$ cat config.mk
export PLATFORM = sky130hd
export DESIGN_NAME = c3lib_ckinv_pol_ctl_flat
export DESIGN_NICKNAME = d
export VERILOG_FILES = /design/src/rtl/c3lib_ckinv_pol_ctl_if.sv /design/src/rtl/c3lib_ckinv_pol_ctl.sv /design/src/flat_wrapper.sv
export SDC_FILE = /design/constraint.sdc
export NUM_CORES = 1
export LEC_CHECK = 0
export ABC_AREA = 0
export ABC_CLOCK_PERIOD_IN_PS = 5400
export CAP_MARGIN = 20
export CORE_MARGIN = 1.5
export CORE_UTILIZATION = 40
export CTS_BUF_LIST = sky130_fd_sc_hd__clkbuf_4
export DETAILED_ROUTE_END_ITERATION = 8
export PLACE_DENSITY = 0.64
export SLEW_MARGIN = 15
export SYNTH_ARGS = -nofsm -noshare
export SYNTH_HDL_FRONTEND = slang
export SYNTH_SLANG_ARGS = --single-unit
export TNS_END_PERCENT = 10
$ cat constraint.sdc
create_clock -name clk -period 5.4 [get_ports clk]
set_clock_uncertainty 0.1 [all_clocks]
set_input_delay 0.54 -clock clk [delete_from_list [all_inputs] [get_ports clk]]
set_output_delay 0.54 -clock clk [all_outputs]
set_load 0.02 [all_outputs]
$ cat src/rtl/c3lib_ckinv_pol_ctl_if.sv
// Polarity request handshake between a requester and the clock polarity sequencer.
interface c3lib_ckinv_pol_ctl_if;
  logic pol_req_vld;
  logic pol_req_inv;
  logic pol_req_rdy;
  logic pol_done;

  modport master (
    output pol_req_vld,
    output pol_req_inv,
    input  pol_req_rdy,
    input  pol_done
  );

  modport slave (
    input  pol_req_vld,
    input  pol_req_inv,
    output pol_req_rdy,
    output pol_done
  );
endinterface

$ cat src/rtl/c3lib_ckinv_pol_ctl.sv
// Glitch-free polarity sequencer for a hardened clock path: gate off, flip the
// inverter select, re-enable, then pulse done. All outputs are registered.
module c3lib_ckinv_pol_ctl #(
  parameter int       GATE_WAIT = 4,
  parameter int       SEL_WAIT  = 4,
  parameter int       CNT_W     = 4,
  parameter bit       INIT_INV  = 1'b0
) (
  input  logic                    clk,
  input  logic                    rst_n,
  c3lib_ckinv_pol_ctl_if.slave    req,
  output logic                    ck_en,
  output logic                    ck_inv_sel,
  output logic                    busy
);

  typedef enum logic [2:0] {
    ST_START    = 3'd0,
    ST_IDLE     = 3'd1,
    ST_GATE_OFF = 3'd2,
    ST_SWITCH   = 3'd3,
    ST_UNGATE   = 3'd4
  } state_t;

  localparam logic [CNT_W-1:0] GATE_LAST = CNT_W'(GATE_WAIT - 1);
  localparam logic [CNT_W-1:0] SEL_LAST  = CNT_W'(SEL_WAIT - 1);

  state_t           state;
  logic [CNT_W-1:0] cnt;
  logic             target;

  // Outputs are computed together with the next state so that each one takes
  // its new value in the very first cycle of the state it belongs to; the
  // select only ever moves on the GATE_OFF -> SWITCH edge, while ck_en is 0.
  always_ff @(posedge clk) begin
    if (!rst_n) begin
      state           <= ST_START;
      cnt             <= '0;
      target          <= INIT_INV;
      ck_en           <= 1'b0;
      ck_inv_sel      <= INIT_INV;
      req.pol_req_rdy <= 1'b0;
      req.pol_done    <= 1'b0;
      busy            <= 1'b1;
    end else begin
      req.pol_done <= 1'b0;
      case (state)
        ST_START: begin
          if (cnt == GATE_LAST) begin
            state           <= ST_IDLE;
            cnt             <= '0;
            ck_en           <= 1'b1;
            req.pol_req_rdy <= 1'b1;
            busy            <= 1'b0;
          end else begin
            cnt <= cnt + 1'b1;
          end
        end
        ST_IDLE: begin
          if (req.pol_req_vld) begin
            if (req.pol_req_inv == ck_inv_sel) begin
              req.pol_done <= 1'b1;
            end else begin
              state           <= ST_GATE_OFF;
              cnt             <= '0;
              target          <= req.pol_req_inv;
              ck_en           <= 1'b0;
              req.pol_req_rdy <= 1'b0;
              busy            <= 1'b1;
            end
          end
        end
        ST_GATE_OFF: begin
          if (cnt == GATE_LAST) begin
            state      <= ST_SWITCH;
            cnt        <= '0;
            ck_inv_sel <= target;
          end else begin
            cnt <= cnt + 1'b1;
          end
        end
        ST_SWITCH: begin
          if (cnt == SEL_LAST) begin
            state <= ST_UNGATE;
            cnt   <= '0;
            ck_en <= 1'b1;
          end else begin
            cnt <= cnt + 1'b1;
          end
        end
        ST_UNGATE: begin
          if (cnt == GATE_LAST) begin
            state           <= ST_IDLE;
            cnt             <= '0;
            req.pol_req_rdy <= 1'b1;
            req.pol_done    <= 1'b1;
            busy            <= 1'b0;
          end else begin
            cnt <= cnt + 1'b1;
          end
        end
        default: begin
          state           <= ST_START;
          cnt             <= '0;
          ck_en           <= 1'b0;
          req.pol_req_rdy <= 1'b0;
          busy            <= 1'b1;
        end
      endcase
    end
  end

endmodule
$ cat src/flat_wrapper.sv
// flat-port wrapper written by rule: the top's interface ports become plain ports
module c3lib_ckinv_pol_ctl_flat 
#(
  parameter int       GATE_WAIT = 4,
  parameter int       SEL_WAIT  = 4,
  parameter int       CNT_W     = 4,
  parameter bit       INIT_INV  = 1'b0
)
  (clk, rst_n, ck_en, ck_inv_sel, busy, req_pol_req_vld, req_pol_req_inv, req_pol_req_rdy, req_pol_done);
  c3lib_ckinv_pol_ctl_if req_i ();
  input  logic clk;
  input  logic rst_n;
  output logic ck_en;
  output logic ck_inv_sel;
  output logic busy;
  input wire logic [$bits(req_i.pol_req_vld)-1:0] req_pol_req_vld;
  input wire logic [$bits(req_i.pol_req_inv)-1:0] req_pol_req_inv;
  output wire logic [$bits(req_i.pol_req_rdy)-1:0] req_pol_req_rdy;
  output wire logic [$bits(req_i.pol_done)-1:0] req_pol_done;
  assign req_i.pol_req_vld = req_pol_req_vld;
  assign req_i.pol_req_inv = req_pol_req_inv;
  assign req_pol_req_rdy = req_i.pol_req_rdy;
  assign req_pol_done = req_i.pol_done;
  c3lib_ckinv_pol_ctl #(.GATE_WAIT(GATE_WAIT), .SEL_WAIT(SEL_WAIT), .CNT_W(CNT_W), .INIT_INV(INIT_INV)) u_core (.clk(clk), .rst_n(rst_n), .req(req_i), .ck_en(ck_en), .ck_inv_sel(ck_inv_sel), .busy(busy));
endmodule
==> results of run 1 <==
area by class of cell:
type	count	area share
Multi-Input combinational cell	57	0.505
Tap cell	16	0.0254
Timing Repair Buffer	8	0.102
Sequential cell	13	0.330
Clock buffer	4	0.0381
flip-flops by register name, indices dropped and copies added (netlist names):
| name | cells |
|---|---|
| u_core.req.pol_done | 1 |
| u_core.ck_inv_sel | 1 |
| u_core.req.pol_req_rdy | 1 |
| u_core.state | 3 |
| u_core.busy | 1 |
| u_core.ck_en | 1 |
| u_core.target | 1 |
| u_core.cnt | 4 |
report_power, final:
group / total, mW / switching, mW / internal (mW)
registers: 0.156 / 0.0317 / 0.124
clock network: 0.0663 / 0.0326 / 0.0337
logic: 0.159 / 0.0787 / 0.0807
synthesized netlist by cell type:
cell type,instances
a22oi_1,1
xor2_1,1
o31ai_1,1
nand4b_1,2
a21oi_1,5
dfxtp_1,13
a2bb2oi_1,2
a21boi_0,1
a211oi_2,1
ha_1,1
nor3b_1,2
nand2_1,5
o211ai_1,2
mux2_2,1
nor2b_1,5
nor2_1,5
o21ai_0,3
a41o_1,1
o21a_1,1
nand3b_1,1
and2_1,1
nand2b_1,5
and4bb_2,2
or3_1,1
nand3_1,1
mux2i_1,2
nor3_1,2
clkbuf_1,4
nor3b_4,1
nor4b_1,1
metal layers:
layer / share of wire / up-vias / wire length [µm] / track usage
met3: 0.029 / 4 / 37 / 0.0245
met1: 0.51 / 262 / 665 / 0.230
met2: 0.44 / 9 / 572 / 0.206
met4: 0.016 / 0 / 21 / 0.0909
li1: - / 285 / - / -
met5: 0 / - / 0 / 0
layout by cell type (no fill, tap or decap):
| cell type | synthesis | layout |
|---|---|---|
| a22oi_1 | 1 | 1 |
| nor2_1 | 5 | 5 |
| nand2b_1 | 5 | 5 |
| a21boi_0 | 1 | 1 |
| xor2_1 | 1 | 1 |
| mux2_2 | 1 | 1 |
| and2_1 | 1 | 1 |
| dfxtp_1 | 13 | 13 |
| nand4b_1 | 2 | 2 |
| nor3b_1 | 2 | 2 |
| a21oi_1 | 5 | 5 |
| a211oi_2 | 1 | 1 |
| clkdlybuf4s50_1 | 0 | 8 |
| a41o_1 | 1 | 1 |
| nand2_1 | 5 | 5 |
| o21ai_0 | 3 | 3 |
| nor3_1 | 2 | 2 |
| nand3_1 | 1 | 1 |
| nor2b_1 | 5 | 5 |
| ha_1 | 1 | 1 |
| nand3b_1 | 1 | 1 |
| nor4b_1 | 1 | 1 |
| o31ai_1 | 1 | 1 |
| clkbuf_4 | 0 | 4 |
| o211ai_1 | 2 | 2 |
| or3_1 | 1 | 1 |
| and4bb_2 | 2 | 2 |
| a2bb2oi_1 | 2 | 2 |
| nor3b_4 | 1 | 1 |
| mux2i_1 | 2 | 2 |
| o21a_1 | 1 | 1 |
critical path, stage by stage:
cell and delay [ps]:
clkdlybuf4s50_1 500, xor2_1 210, a211oi_2 170, or3_1 390
a41o_1 240
path summary, 6_finish.rpt:
check,start,end,slack (ps),cells past startpoint
max,req_pol_req_inv,u_core.req.pol_req_rdy,3420,5
min,u_core.ck_en,u_core.ck_en,370,2
max reg2reg,u_core.cnt[0],u_core.req.pol_req_rdy,3540,5
min reg2reg,u_core.ck_en,u_core.ck_en,370,2
through the flow:
stage / hold slack [ps] / power (mW) / area (µm²)
after floorplan: 400 / 0.270 / 673
after global placement: 348 / 0.317 / 758
after detailed placement: 358 / 0.317 / 758
after CTS: 375 / 0.384 / 788
after global routing: 411 / 0.410 / 788
final: 372 / 0.381 / 788
cell families (layout without fill, tap and decap cells):
logic type      after synthesis  in the layout
compound gates               18             18
xor+xnor                      1              1
fa+ha+maj                     1              1
buf+inv                       4             12
flops                        13             13
mux                           3              3
simple gates                 34             34
==> impl_results.md, run 1 <==
- Core area: approximately 1500 µm²
- TritonCTS clock tree: yes
- Drt wl/cell: between 10 and 15 µm
- Setup crit end kind: register
- Multiplexer area fraction after synthesis: 0.0465
- I/O pin count: 9
- Multi-input gate area: just under 400 µm²
- Synth Area in Compound Gates: 0.186
- Cts bufs inserted: 3
- Number of global-route vias before repair: between 400 and 500
- Post-Synth XOR/XNOR Area: 0.0130
- Worst slew margin: 0.647
- Mapped Area: between 600 and 700 µm²
- Worst Path Arrival: 2050 ps
- Post-synthesis adder-cell area fraction: 0.0186
- Die Wd: 44.0 µm
- First-pass GRT wire length: around 2.2 mm
- Worst-path fanout max: 8
- Starting Density: 0.437
- Sink Count: 13
- Initial antenna violation count: 0
- Post-Layout Cell Count: 98
- Synth top area cells: dfxtp_1 39%, nand2b_1 4.6%, nor2b_1 4.6%
- Hold Fails Final Rpt: 0
- Simple-gate portion of the synthesized area: 0.327
- Syn Nets: just under 80
- Setup_tns: 0 ps
- Total iterations of the first detailed-routing run: 4
- # rows: 14
- Total grt overflow: 0
- Worst Tran Pin Value: approximately 530 ps
- Mapped Avg Cell Area: 9.10 µm²
- Gr usage total: 0.154
- Area delta synth->final: 17.1%
- Sequential fraction of the synthesis area: 0.387
- Final min period: 1980 ps
- WP data required: 5470 ps
- Status: completed
- Post-route ant nets: 0
- Routability cong.: between 0.7 and 0.8
- Largest net degree at the start of global routing: 15
- Via density per instance: between 5 and 6
- CP Launch Type: input port
- Fmax: just over 500 MHz
- Htree depth: 1
- # fillers: 160
- Flop and latch count out of synthesis: 13
- Power density over cell area: just under 500 nW/µm²
- DRC viols: 0
- Fin crit share: 0.366
- CTS Root Cell: clkbuf_4
- Buffers on Ports: 8
- Dpl cells: 94
- Netlist cell types: 30
- Final nets: 88
- Clock-pin slew on the worst setup and hold paths: ~80 ps
- Hold Path Class: reg -> reg
- DP Wirelength: between 800 and 900 µm
- Post-CTS Setup Bufs: 0
- Syn Inst Count: 74
- Antenna fix cells: 0
- Peak supply drop: 297 µV
- Register area: about 260 µm²
- Fin. max-slew vios: 0
- Layout Utilization: 0.511
- Routed Wire Length: about 1.3 mm
- Share of cells above drive strength 1: 0.110
- Iter 0 DRT Violations: 12
- Post-CTS resize count: 0
- DP Worst Slack: ~3100 ps
- Die area: roughly 1900 µm²
- RSZ-0062 raised after global routing: no
- Top cell type's share of synthesized area: 0.387
- Leak: between 0.2 and 0.3 nW
- Die Y: around 44 µm
- Setup ws final: between 3000 and 4000 ps
- Worst skew pair latency: 280 ps
- Endpoints failing setup: 0
- Max Cap Viol: 0
- Synth warn: 0
- Crit Path Category: in -> reg
- Hold_buf cts: 0
- Via count: between 500 and 600
- Cell taking the most area after synthesis: dfxtp_1
- Longest Clk Path Bufs: 2
- Main combinational cell family by area after synthesis: simple AND/OR/NAND/NOR gates
Note: power is estimated with default switching activity, not from simulation.
==> run 2: changes to the inputs <==
ABC_CLOCK_PERIOD_IN_PS = 1900   (was 5400)
clock period = 1.9 ns   (was 5.4 ns; I/O delays follow)
==> run 2 against run 1 <==
Total power rose to 3.0 times the previous value; non-clock buffer count increased by 6; die area stayed put; routed wire length grew 8.7%; sequential cell count unchanged; sequential power rose to 2.8 times the previous value; clock power rose to 2.9 times the previous value; largest cell class unchanged.
==> impl_results.md, run 2 (same netlist as run 1, synthesis figures left out) <==
- Peak supply drop: ~680 µV
- Sink Count: 13
- Leak: 0.306 nW
- Total iterations of the first detailed-routing run: 4
- Status: completed
- Gr usage total: 0.165
- DP Worst Slack: roughly 32 ps
- Crit Reg-Reg Startpoint: u_core.cnt[0]
- Post-CTS resize count: 0
- WP data required: between 1500 and 2000 ps
- Max Cap Viol: 0
- Share of cells above drive strength 1: 0.170
- Total grt overflow: 0
- CP max-delay cell: dfxtp_1
- Worst skew pair latency: 280 ps
- Post-route ant nets: 0
- Setup crit end kind: register
- Fin. max-slew vios: 0
- Setup ws final: between 200 and 250 ps
- Starting Density: 0.437
- Hold Path Class: reg -> reg
- Via density per instance: between 5 and 6
- Die Y: 44.0 µm
- First-pass GRT wire length: 2.35 mm
- Biggest register: u_core.cnt
- Power density over cell area: around 1400 nW/µm²
- Placement Cell Area: 803 µm²
- Die Wd: 44.0 µm
- Final nets: between 90 and 100
- DP Wirelength: between 1 and 1.5 mm
- Drt wl/cell: 13.5 µm
- Fmax: between 500 and 600 MHz
- CP Launch Type: register
- Post-Layout Inst Area: around 830 µm²
- Largest net degree at the start of global routing: 13
- Most common cell after layout, fill and taps aside: dfxtp_1
- RSZ-0062 raised after global routing: no
- Cell Chain, Critical Path: ha_1 > nor3b_4 > nor2_1 > or3_1 > a41o_1
- I/O pin count: 9
- Buffers on Ports: 8
- TritonCTS clock tree: yes
- Initial antenna violation count: 0
- Core area: between 1500 and 2000 µm²
- Worst Tran Pin Value: between 300 and 400 ps
- Number of global-route vias before repair: approximately 530
- Largest delay share family, worst path: simple AND/OR/NAND/NOR gates
- Crit path from: u_core.cnt[0]
- Routed Wire Length: between 1 and 1.5 mm
- Clock-pin slew on the worst setup and hold paths: roughly 80 ps
- Via count: 603
- # rows: 14
- WHS: about 400 ps
- Worst-path fanout max: 4
- Worst slew margin: 0.769
- Hold_buf cts: 0
- Die area: 1940 µm²
- Commonest cells after routing, fill and taps aside: 13 x dfxtp_1, 8 x clkdlybuf4s50_1, 6 x buf_4
- # fillers: between 150 and 200
- Worst Path Arrival: 1780 ps
- CTS Root Cell: clkbuf_4
- Routability cong.: 0.778
- DRC viols: 0
- Hold Fails Final Rpt: 0
- Endpoints failing setup: 0
- Biggest regs: u_core.cnt (4), u_core.state (3)
- Area delta synth->final: 23.8%
- Post-CTS Setup Bufs: 0
- Fin crit share: 0.893
- Setup_tns: 0 ps
- Longest Clk Path Bufs: 2
- CP max stage delay: around 380 ps
- Cts bufs inserted: 3
- Antenna fix cells: 0
- CP bufs+invs: 0
- Iter 0 DRT Violations: 7
- Final min period: roughly 1700 ps
- Number of flip-flops under the largest register name: 4
- Crit Path Category: reg -> reg
- Hold path start: u_core.ck_en
- Htree depth: 1
run 2: changes by cell type in the layout (fill, tap and decap cells not counted):
cell	before	now
buf_4	0	6
run 2: path summary, 6_finish.rpt:
check / slack, ps / cells after the start / end
setup / recovery: 200 / 5 / u_core.req.pol_req_rdy
hold / removal: 400 / 2 / u_core.ck_en
setup reg to reg: 200 / 5 / u_core.req.pol_req_rdy
hold reg to reg: 400 / 2 / u_core.ck_en
run 2: layout make-up:
| class | count | area [µm²] | area share |
|---|---|---|---|
| clock buffers | 4 | 30.0 | 0.0360 |
| multi-input cells | 57 | 398 | 0.477 |
| flip-flops and latches | 13 | 260 | 0.312 |
| well taps | 16 | 20.0 | 0.0240 |
| repair buffers | 14 | 125 | 0.150 |
run 2: layer usage:
layer  vias to the layer above  wire, µm  global-route usage
met1                       290       642               0.210
met2                        13       705               0.268
li1                        296         -                   -
met3                         4        44              0.0245
met5                         -         0                   0
met4                         0        17              0.0909
run 2: stage by stage:
| step | utilization | total power [mW] | instances |
|---|---|---|---|
| 6_report | 0.541 | 1.15 | 104 |
| 5_1_grt | 0.541 | 1.22 | 104 |
| 4_1_cts | 0.541 | 1.16 | 104 |
| 3_5_place_dp | 0.521 | 0.966 | 100 |
| 3_3_place_gp | 0.521 | 0.955 | 100 |
| 2_1_floorplan | - | 0.768 | 74 |
run 2: worst min-delay path: cells and delay by family, from the launching register on:
family / cells / cell delay (ps)
and+or+nand+nor: 1 / 60
muxes: 1 / 70
DFF: 1 / 320
run 2: power by group:
group	switching [mW]	internal [mW]	total, mW
clock	0.0972	0.0958	0.193
sequential	0.0904	0.353	0.443
combinational	0.240	0.275	0.515
total	0.428	0.724	1.15
